$ cat config.mk
export PLATFORM = sky130hd
export DESIGN_NAME = en_strobe_gen
export DESIGN_NICKNAME = d
export VERILOG_FILES = /design/src/rtl/en_strobe_gen_pkg.sv /design/src/rtl/en_strobe_gen_div_cnt.sv /design/src/rtl/en_strobe_gen.sv
export SDC_FILE = /design/constraint.sdc
export NUM_CORES = 1
export LEC_CHECK = 0
export ABC_AREA = 1
export BUFFER_PORTS_ARGS = -buffer_cell sky130_fd_sc_hd__clkbuf_2
export CAP_MARGIN = 10
export CORE_MARGIN = 10
export CORE_UTILIZATION = 62
export CTS_BUF_LIST = sky130_fd_sc_hd__clkbuf_16
export DETAILED_ROUTE_END_ITERATION = 10
export PLACE_DENSITY = 0.95
export SYNTH_ARGS = -nofsm -noshare
export SYNTH_HDL_FRONTEND = slang
export SYNTH_SLANG_ARGS = --single-unit
$ cat constraint.sdc
create_clock -name clk -period 3.2 [get_ports clk]
set_input_delay 0.64 -clock clk [delete_from_list [all_inputs] [get_ports clk]]
set_output_delay 0.64 -clock clk [all_outputs]
set_load 0.02 [all_outputs]
$ cat src/rtl/en_strobe_gen_pkg.sv
// en_strobe_gen_pkg: shared mode encodings and FSM state type for the enable strobe generator
package en_strobe_gen_pkg;
  localparam logic MODE_CONT = 1'b0;
  localparam logic MODE_BURST = 1'b1;
  typedef enum logic {IDLE, RUN} state_e;
endpackage

$ cat src/rtl/en_strobe_gen_div_cnt.sv
// strobe_div_cnt: loadable W-bit phase down-counter (clk, reset_n, load/load_val, dec) with zero flag
module strobe_div_cnt #(
  parameter int W = 16
) (
  input  logic         clk,
  input  logic         reset_n,
  input  logic         load,
  input  logic         dec,
  input  logic [W-1:0] load_val,
  output logic         zero
);
  logic [W-1:0] phase_q, phase_d;
  always_comb phase_d = load ? load_val : dec ? phase_q - 1'b1 : phase_q;
  always_ff @(posedge clk or negedge reset_n)
    if (!reset_n) phase_q <= '0;
    else phase_q <= phase_d;
  assign zero = phase_q == '0;
endmodule

$ cat src/rtl/en_strobe_gen.sv
// en_strobe_gen: programmable-period enable strobe (en_out) with continuous/burst modes, start/stop in, busy/done/strobe_cnt status out
module en_strobe_gen
  import en_strobe_gen_pkg::*;
#(
  parameter int DIV_W = 16,
  parameter int CNT_W = 8
) (
  input  logic             clk,
  input  logic             reset_n,
  input  logic             start,
  input  logic             stop,
  input  logic             mode,
  input  logic [DIV_W-1:0] div,
  input  logic [CNT_W-1:0] burst_len,
  output logic             en_out,
  output logic             busy,
  output logic             done,
  output logic [CNT_W-1:0] strobe_cnt
);
  state_e           state_q, state_d;
  logic             mode_q, mode_d;
  logic [DIV_W-1:0] div_q, div_d;
  logic [CNT_W-1:0] len_q, len_d;
  logic [CNT_W-1:0] cnt_q, cnt_d;
  logic             en_q, en_d;
  logic             done_q, done_d;
  logic             load, dec, zero;
  logic [DIV_W-1:0] load_val;
  logic [CNT_W-1:0] cnt_inc;
  assign cnt_inc = cnt_q + 1'b1;
  always_comb begin
    state_d  = state_q;
    mode_d   = mode_q;
    div_d    = div_q;
    len_d    = len_q;
    cnt_d    = cnt_q;
    en_d     = 1'b0;
    done_d   = 1'b0;
    load     = 1'b0;
    dec      = 1'b0;
    load_val = div_q;
    if (state_q == IDLE) begin
      if (start && !stop) begin
        if (mode == MODE_BURST && burst_len == '0) done_d = 1'b1;
        else begin
          mode_d   = mode;
          div_d    = div;
          len_d    = burst_len;
          cnt_d    = '0;
          load     = 1'b1;
          load_val = div;
          state_d  = RUN;
        end
      end
    end else if (stop) state_d = IDLE;
    else if (zero) begin
      en_d  = 1'b1;
      load  = 1'b1;
      cnt_d = cnt_inc;
      if (mode_q == MODE_BURST && cnt_inc == len_q) begin
        done_d  = 1'b1;
        state_d = IDLE;
      end
    end else dec = 1'b1;
  end
  always_ff @(posedge clk or negedge reset_n)
    if (!reset_n) begin
      state_q <= IDLE;
      mode_q  <= MODE_CONT;
      div_q   <= '0;
      len_q   <= '0;
      cnt_q   <= '0;
      en_q    <= 1'b0;
      done_q  <= 1'b0;
    end else begin
      state_q <= state_d;
      mode_q  <= mode_d;
      div_q   <= div_d;
      len_q   <= len_d;
      cnt_q   <= cnt_d;
      en_q    <= en_d;
      done_q  <= done_d;
    end
  strobe_div_cnt #(.W(DIV_W)) u_div (
    .clk(clk), .reset_n(reset_n), .load(load), .dec(dec), .load_val(load_val), .zero(zero)
  );
  assign en_out     = en_q;
  assign busy       = state_q == RUN;
  assign done       = done_q;
  assign strobe_cnt = cnt_q;
endmodule

==> results of run 1 <==
-- worst max path at each step --
| stage | from | cells after the start | endpoint |
|---|---|---|---|
| detailed placement | stop | 9 | u_div.phase_q[8]$_DFFE_PN0P_ |
| global route | u_div.phase_q[0]$_DFFE_PN0P_ | 10 | strobe_cnt[0]$_DFFE_PN0P_ |
| floorplan | burst_len[1] | 11 | busy$_DFF_PN0_ |
| CTS | u_div.phase_q[0]$_DFFE_PN0P_ | 11 | u_div.phase_q[3]$_DFFE_PN0P_ |
| finish | u_div.phase_q[0]$_DFFE_PN0P_ | 11 | u_div.phase_q[3]$_DFFE_PN0P_ |
| global placement | burst_len[1] | 10 | u_div.phase_q[3]$_DFFE_PN0P_ |
-- cells by family after synthesis --
logic type,synth area share [%]
AO/OA/AOI/OAI,6.354
XOR/XNOR,1.791
adder cells (fa/ha/maj),1.279
buffers and inverters,8.145
flip-flops,44.35
AND/OR/NAND/NOR,38.08
-- layout by cell type (no fill, tap or decap), types with 2 or more instances in the layout --
master,n
and2_1,5
xor2_1,5
o22ai_1,2
nor2_1,40
nand3_2,2
clkbuf_2,39
nor3_1,2
nand4_1,5
ha_1,3
clkbuf_16,5
dfrtp_1,52
nand3_1,44
nand2_1,154
o21ai_0,23
inv_1,41
nor2_2,2
nand2_2,2
a21oi_1,6
or2_0,2
buf_4,2
-- cell usage after synthesis (2+ instances only) --
master and n:
a21oi_1 6, and2_1 5, buf_2 5, buf_4 2
buf_6 3, clkbuf_1 2, dfrtp_1 52, ha_1 3
inv_1 41, nand2_1 154, nand2_2 2, nand3_1 44
nand3_2 2, nand4_1 5, nor2_1 40, nor2_2 2
nor3_1 2, o21ai_0 23, o22ai_1 2, or2_0 2
xor2_1 5
-- power by group --
| part | switching [W] | internal [W] | total [W] | leakage (nW) |
|---|---|---|---|---|
| clock network | 0.000253 | 0.000372 | 0.000625 | 0.0804 |
| registers | 0.000115 | 0.000781 | 0.000896 | 0.657 |
| logic | 0.000334 | 0.000180 | 0.000514 | 0.988 |
| total | 0.000701 | 0.00133 | 0.00203 | 1.73 |
-- critical path, stage by stage (launching register included) --
cell,delay (ns)
dfrtp_1,0.38
inv_1,0.12
ha_1,0.18
inv_1,0.05
nor2_1,0.14
nand2_1,0.07
nor2_1,0.17
nand3_2,0.17
o21ai_4,0.59
nand3_1,0.28
nand3_1,0.14
nand2_1,0.06
-- per-stage QoR --
stage	hold slack [ns]	util, %	instances	total power [W]	instance area, um^2
after floorplan	0.3444	-	412	0.001243	2934
after global placement	0.4575	69.91	493	0.001364	3128
after detailed placement	0.4615	69.91	493	0.001397	3128
after CTS	0.3107	73.74	501	0.002022	3299
after global routing	0.3249	73.74	501	0.002150	3299
final	0.2939	73.74	501	0.002034	3299
-- state kept, by name, summed over array words and instances (netlist names) --
register / cells
busy: 1
div_q: 16
done: 1
en_out: 1
len_q: 8
mode_q: 1
strobe_cnt: 8
u_div.phase_q: 16
-- cell type report --
type	count	area [um^2]
fill	324	1175
tap	52	65.06
sequential	52	1301
clock buffer	5	125.1
timing repair buffer	41	210.2
inverter	42	157.7
multi-input combinational	306	1394
clock inverter	3	46.29
-- per-layer routing --
metal  vias up  track usage, %  share of wire [%]
met4         0           8.957                3.3
met2       142           37.30                 49
met5         -               0                  0
met3        35           4.596                7.1
met1      1352           25.10                 40
li1       1364               -                  -
==> run_results.csv, run 1 <==
group,metric,value,unit
run_status,status,"finished clean",
yosys,ys_ff_latch,52,
yosys,synth_area_leaders,"dfrtp_1, nand2_1, nand3_1",
power_and_ir_drop,peakVddDrop,0.0004310,V
drt,drcViolationCount,0,
timing,rsz0062_at_grt,"false",
yosys,yosysTopAreaCell,"dfrtp_1",
global_route,antenna_found_initial,0,
timing,relSlewSlack,53.79,%
placed_design,io_buffers,39,
cells_and_area,num_antenna_cells,0,
cts,cts_max_level,2,
cts,numCtsBuffers,5,
timing,final-max-slew-violation-count,0,
die,core_area,4474,um^2
drt,vias,2893,
cts,cts.clk_slew.worst_paths,0.07,ns
critical_path,cp_max_fo,27,
critical_path,critPathRequiredTime,3.39,ns
cts,cts_hold_buf,0,
timing,finalHoldViolations,0,
global_route,grt_pass1_vias,2880,
cells_and_area,drive_gt1_share,13.14,%
cells_and_area,nets,480,
power_and_ir_drop,power.density,616.6,nW/um^2
critical_path,r2r_start,"u_div.phase_q[0]$_DFFE_PN0P_",
die,num_rows,24,
cts,clk_path_buf_depth,2,
yosys,async_flop_share,100.0,%
cts,clk-insertion-delay-late,0.30,ns
global_route,grt_pass1_wl,13320,um
placed_design,place_ws,0.7595,ns
cts,cts_setup_buffers,0,
timing,fin_ws,0.7385,ns
critical_path,cp-end-kind,"flop",
yosys,ys.flop_type,"dfrtp_1",
critical_path,r2r_slack,0.74,ns
drt,wl_per_cell,15.65,um
critical_path,reg2reg_depth,11,
placed_design,gp_congestion,0.8636,
yosys,syn_area,2934,um^2
cts,cts_root_buf,"clkbuf_16",
die,start_util,65.58,%
yosys,synth_edf_count,0,
critical_path,r2r_end,"u_div.phase_q[3]$_DFFE_PN0P_",
placed_design,dp_hpwl,5684,um
global_route,grt_remaining_overflow,0,
cells_and_area,area_growth,12.45,%
flow_run,cap_violations,0,
power_and_ir_drop,p_leak,1.726,nW
timing,finClkSkew,0.008913,ns
critical_path,arrival,2.65,ns
drt,drt_iter0_drc,381,
die,die-area,7884,um^2
yosys,synth_cells,412,
timing,period_share,76.92,%
timing,min_period,2.461,ns
yosys,ys_types,31,
global_route,grt_max_degree,35,
cts,cts_tree,"yes",
timing,final.setup.tns,0,ns
drt,wl,7841,um
critical_path,crit_type,"flop to flop",
timing,finalSetupViolCount,0,
drt,antenna_left,0,
cts,numClockSinks,52,
drt,firstDrtPassIters,7,
die,die_y,88.79,um
yosys,yosysWarnings,0,
drt,via_per_inst,5.774,
die,ios,40,
timing,worst_pin_slew,0.6906,ns
timing,max_clock_freq,406.3,MHz
critical_path,start_kind,"flop",
die,die_w,88.79,um
yosys,synth_area_per_cell,7.122,um^2
yosys,ys_seq_area_share,44.35,%
yosys,yosysTopAreaCellShare,44.35,%
global_route,track_usage,21.50,%
worst_hold_path,holdCritPathClass,"input pin to asynchronous set/reset pin",
cts,cts_resized,0,
yosys,synth_nets,444,
Note: power is estimated with default switching activity, not from simulation.
==> run 2, diff against run 1 <==
--- a/config.mk
+++ b/config.mk
@@ -9,10 +9,10 @@
 export BUFFER_PORTS_ARGS = -buffer_cell sky130_fd_sc_hd__clkbuf_2
 export CAP_MARGIN = 10
 export CORE_MARGIN = 10
-export CORE_UTILIZATION = 62
+export CORE_UTILIZATION = 52
 export CTS_BUF_LIST = sky130_fd_sc_hd__clkbuf_16
 export DETAILED_ROUTE_END_ITERATION = 10
-export PLACE_DENSITY = 0.95
+export PLACE_DENSITY = 0.87
 export SYNTH_ARGS = -nofsm -noshare
 export SYNTH_HDL_FRONTEND = slang
 export SYNTH_SLANG_ARGS = --single-unit
==> constraint.sdc (replaced) <==
create_clock -name clk -period 2.04 [get_ports clk]
set_input_delay 0.408 -clock clk [delete_from_list [all_inputs] [get_ports clk]]
set_output_delay 0.408 -clock clk [all_outputs]
set_load 0.02 [all_outputs]
==> run_results.csv, run 2 (synthesis gave the netlist of run 1 again) <==
group,metric,value,unit
run_status,status,"finished clean",
critical_path,crit_type,"flop to flop",
drt,antenna_left,0,
die,die_y,95.12,um
cells_and_area,multiInputGateArea,1406,um^2
drt,wl,7267,um
critical_path,start_kind,"flop",
placed_design,dpl_cell_area,3211,um^2
placed_design,io_buffers,39,
timing,holdWs,0.1043,ns
timing,period_share,90.88,%
timing,max_clock_freq,539.4,MHz
cells_and_area,drive_gt1_share,14.47,%
drt,firstDrtPassIters,5,
cells_and_area,mostFrequentLayoutCell,"nand2_1",
critical_path,cp_num_buf_inv,3,
timing,rsz0062_at_grt,"false",
timing,finalSetupViolCount,0,
global_route,track_usage,16.99,%
critical_path,cp_slowest_cell,"dfrtp_1",
critical_path,crit_family,"simple AND/OR/NAND/NOR gates",
critical_path,cpPeakStageDelay,0.38,ns
die,die-area,9047,um^2
die,core_area,5507,um^2
global_route,grt_remaining_overflow,0,
placed_design,placed_cells,519,
cells_and_area,reg.largest.list,"div_q: 16 flops, u_div.phase_q: 16 flops",
critical_path,cp_max_fo,11,
power_and_ir_drop,peakVddDrop,0.0005374,V
cells_and_area,final_area,3382,um^2
cells_and_area,area_growth,15.27,%
global_route,grt_max_degree,32,
die,ios,40,
timing,min_period,1.854,ns
drt,via_per_inst,5.214,
global_route,antenna_found_initial,0,
timing,relSlewSlack,60.81,%
cells_and_area,fillerInstances,484,
critical_path,path_cells,"inv_1 -> ha_1 -> inv_1 -> nor2_2 -> nand2_1 -> nor2_1 -> nand3_2 -> o21ai_4 -> buf_6 -> nand2_1 -> nand2_1 -> nand2_1 -> nand2_1",
critical_path,cp-end-kind,"flop",
timing,final.setup.tns,0,ns
cts,clk_path_buf_depth,2,
cts,cts_root_buf,"clkbuf_16",
cts,cts_tree,"yes",
cells_and_area,num_antenna_cells,0,
die,start_util,53.28,%
timing,finClkSkew,0.006732,ns
placed_design,gp_congestion,0.9137,
drt,drcViolationCount,0,
drt,drt_iter0_drc,174,
power_and_ir_drop,power.density,888.6,nW/um^2
critical_path,arrival,2.08,ns
critical_path,crit_top_cell,"nand2_1",
cells_and_area,finalNonFillerCells,528,
cts,clk-insertion-delay-late,0.29,ns
worst_hold_path,holdCritPathClass,"input pin to asynchronous set/reset pin",
die,die_w,95.12,um
cts,numClockSinks,52,
timing,final-max-slew-violation-count,0,
cells_and_area,layout_common_cells,"nand2_1, dfrtp_1, nand3_1, inv_1",
drt,vias,2753,
die,num_rows,27,
global_route,grt_pass1_vias,2857,
cts,cts.clk_slew.worst_paths,0.07,ns
cts,cts_hold_buf,0,
cells_and_area,seq_area,1301,um^2
global_route,grt_pass1_wl,12540,um
drt,wl_per_cell,13.76,um
flow_run,cap_violations,0,
cts,cts_max_level,2,
power_and_ir_drop,p_leak,1.759,nW
cts,numCtsBuffers,5,
placed_design,dp_hpwl,5524,um
critical_path,critPathRequiredTime,2.27,ns
timing,finalHoldViolations,0,
cells_and_area,nets,487,
timing,worst_pin_slew,0.5878,ns
run 2: changes by cell type in the layout (fill, tap and decap cells not counted):
cell       previous run  this run
clkinv_1              0         1
nand2_4               0         2
inv_6                 1         0
nor2_1               40        39
nor2_2                2         3
buf_6                 0         1
bufinv_16             1         0
buf_12                0         1
inv_2                 1         2
buf_8                 0         1
buf_4                 2         6
nand2_2               2         0
run 2: metal layers:
metal	share of wire, %	routed length, um	GRT usage, %	vias up
met4	1.6	117	6.733	0
met2	52	3762	31.14	83
li1	-	-	-	1378
met3	5.7	417	3.771	12
met1	41	2969	18.51	1280
met5	0	0	0	-
run 2: worst reg2reg max path: stages, from the launching register on:
cell,delay (ns)
dfrtp_1,0.38
inv_1,0.11
ha_1,0.15
inv_1,0.04
nor2_2,0.09
nand2_1,0.06
nor2_1,0.10
nand3_2,0.14
o21ai_4,0.24
buf_6,0.18
nand2_1,0.10
nand2_1,0.09
nand2_1,0.07
nand2_1,0.06
run 2: per-stage QoR:
step	worst slack (ns)	total power, W	util (%)
after floorplan	0.3870	0.001950	-
after global placement	0.2649	0.002143	58.30
after detailed placement	0.1847	0.002185	58.30
after CTS	0.1481	0.003000	60.85
after global routing	0.003353	0.003211	61.42
final	0.1861	0.003005	61.42
run 2: power breakdown:
group	leakage (nW)	internal (W)	switching, W
Combinational	1.03	0.000296	0.000498
Clock	0.0687	0.000447	0.000367
Sequential	0.657	0.00123	0.000171
Total	1.76	0.00197	0.00104
run 2: path summary, 6_finish.rpt:
kind	cells past startpoint	from	endpoint	slack, ns
worst max-delay path	13	u_div.phase_q[1]$_DFFE_PN0P_	u_div.phase_q[6]$_DFFE_PN0P_	0.19
max in group asynchronous	2	reset_n	u_div.phase_q[7]$_DFFE_PN0P_	1.37
worst max register to register	13	u_div.phase_q[1]$_DFFE_PN0P_	u_div.phase_q[6]$_DFFE_PN0P_	0.19
min in group clk	3	burst_len[0]	len_q[0]$_DFFE_PN0P_	0.33
worst min register to register	2	div_q[6]$_DFF_PN0_	div_q[6]$_DFF_PN0_	0.48
worst min-delay path	1	reset_n	len_q[6]$_DFFE_PN0P_	0.10
run 2: what timing repair did:
item,in CTS,in global routing
endpoints found under the hold margin,0,0
setup endpoints to repair,0,16
gates resized for setup,0,7
setup buffers,0,1
run 2: layout make-up:
cell class,instances,share of cell area (%)
Clock inverter,3,0.4440
Tap cell,72,2.664
Sequential cell,52,38.48
Inverter,42,4.661
Timing Repair Buffer,48,8.472
Multi-Input combinational cell,306,41.58
Clock buffer,5,3.700
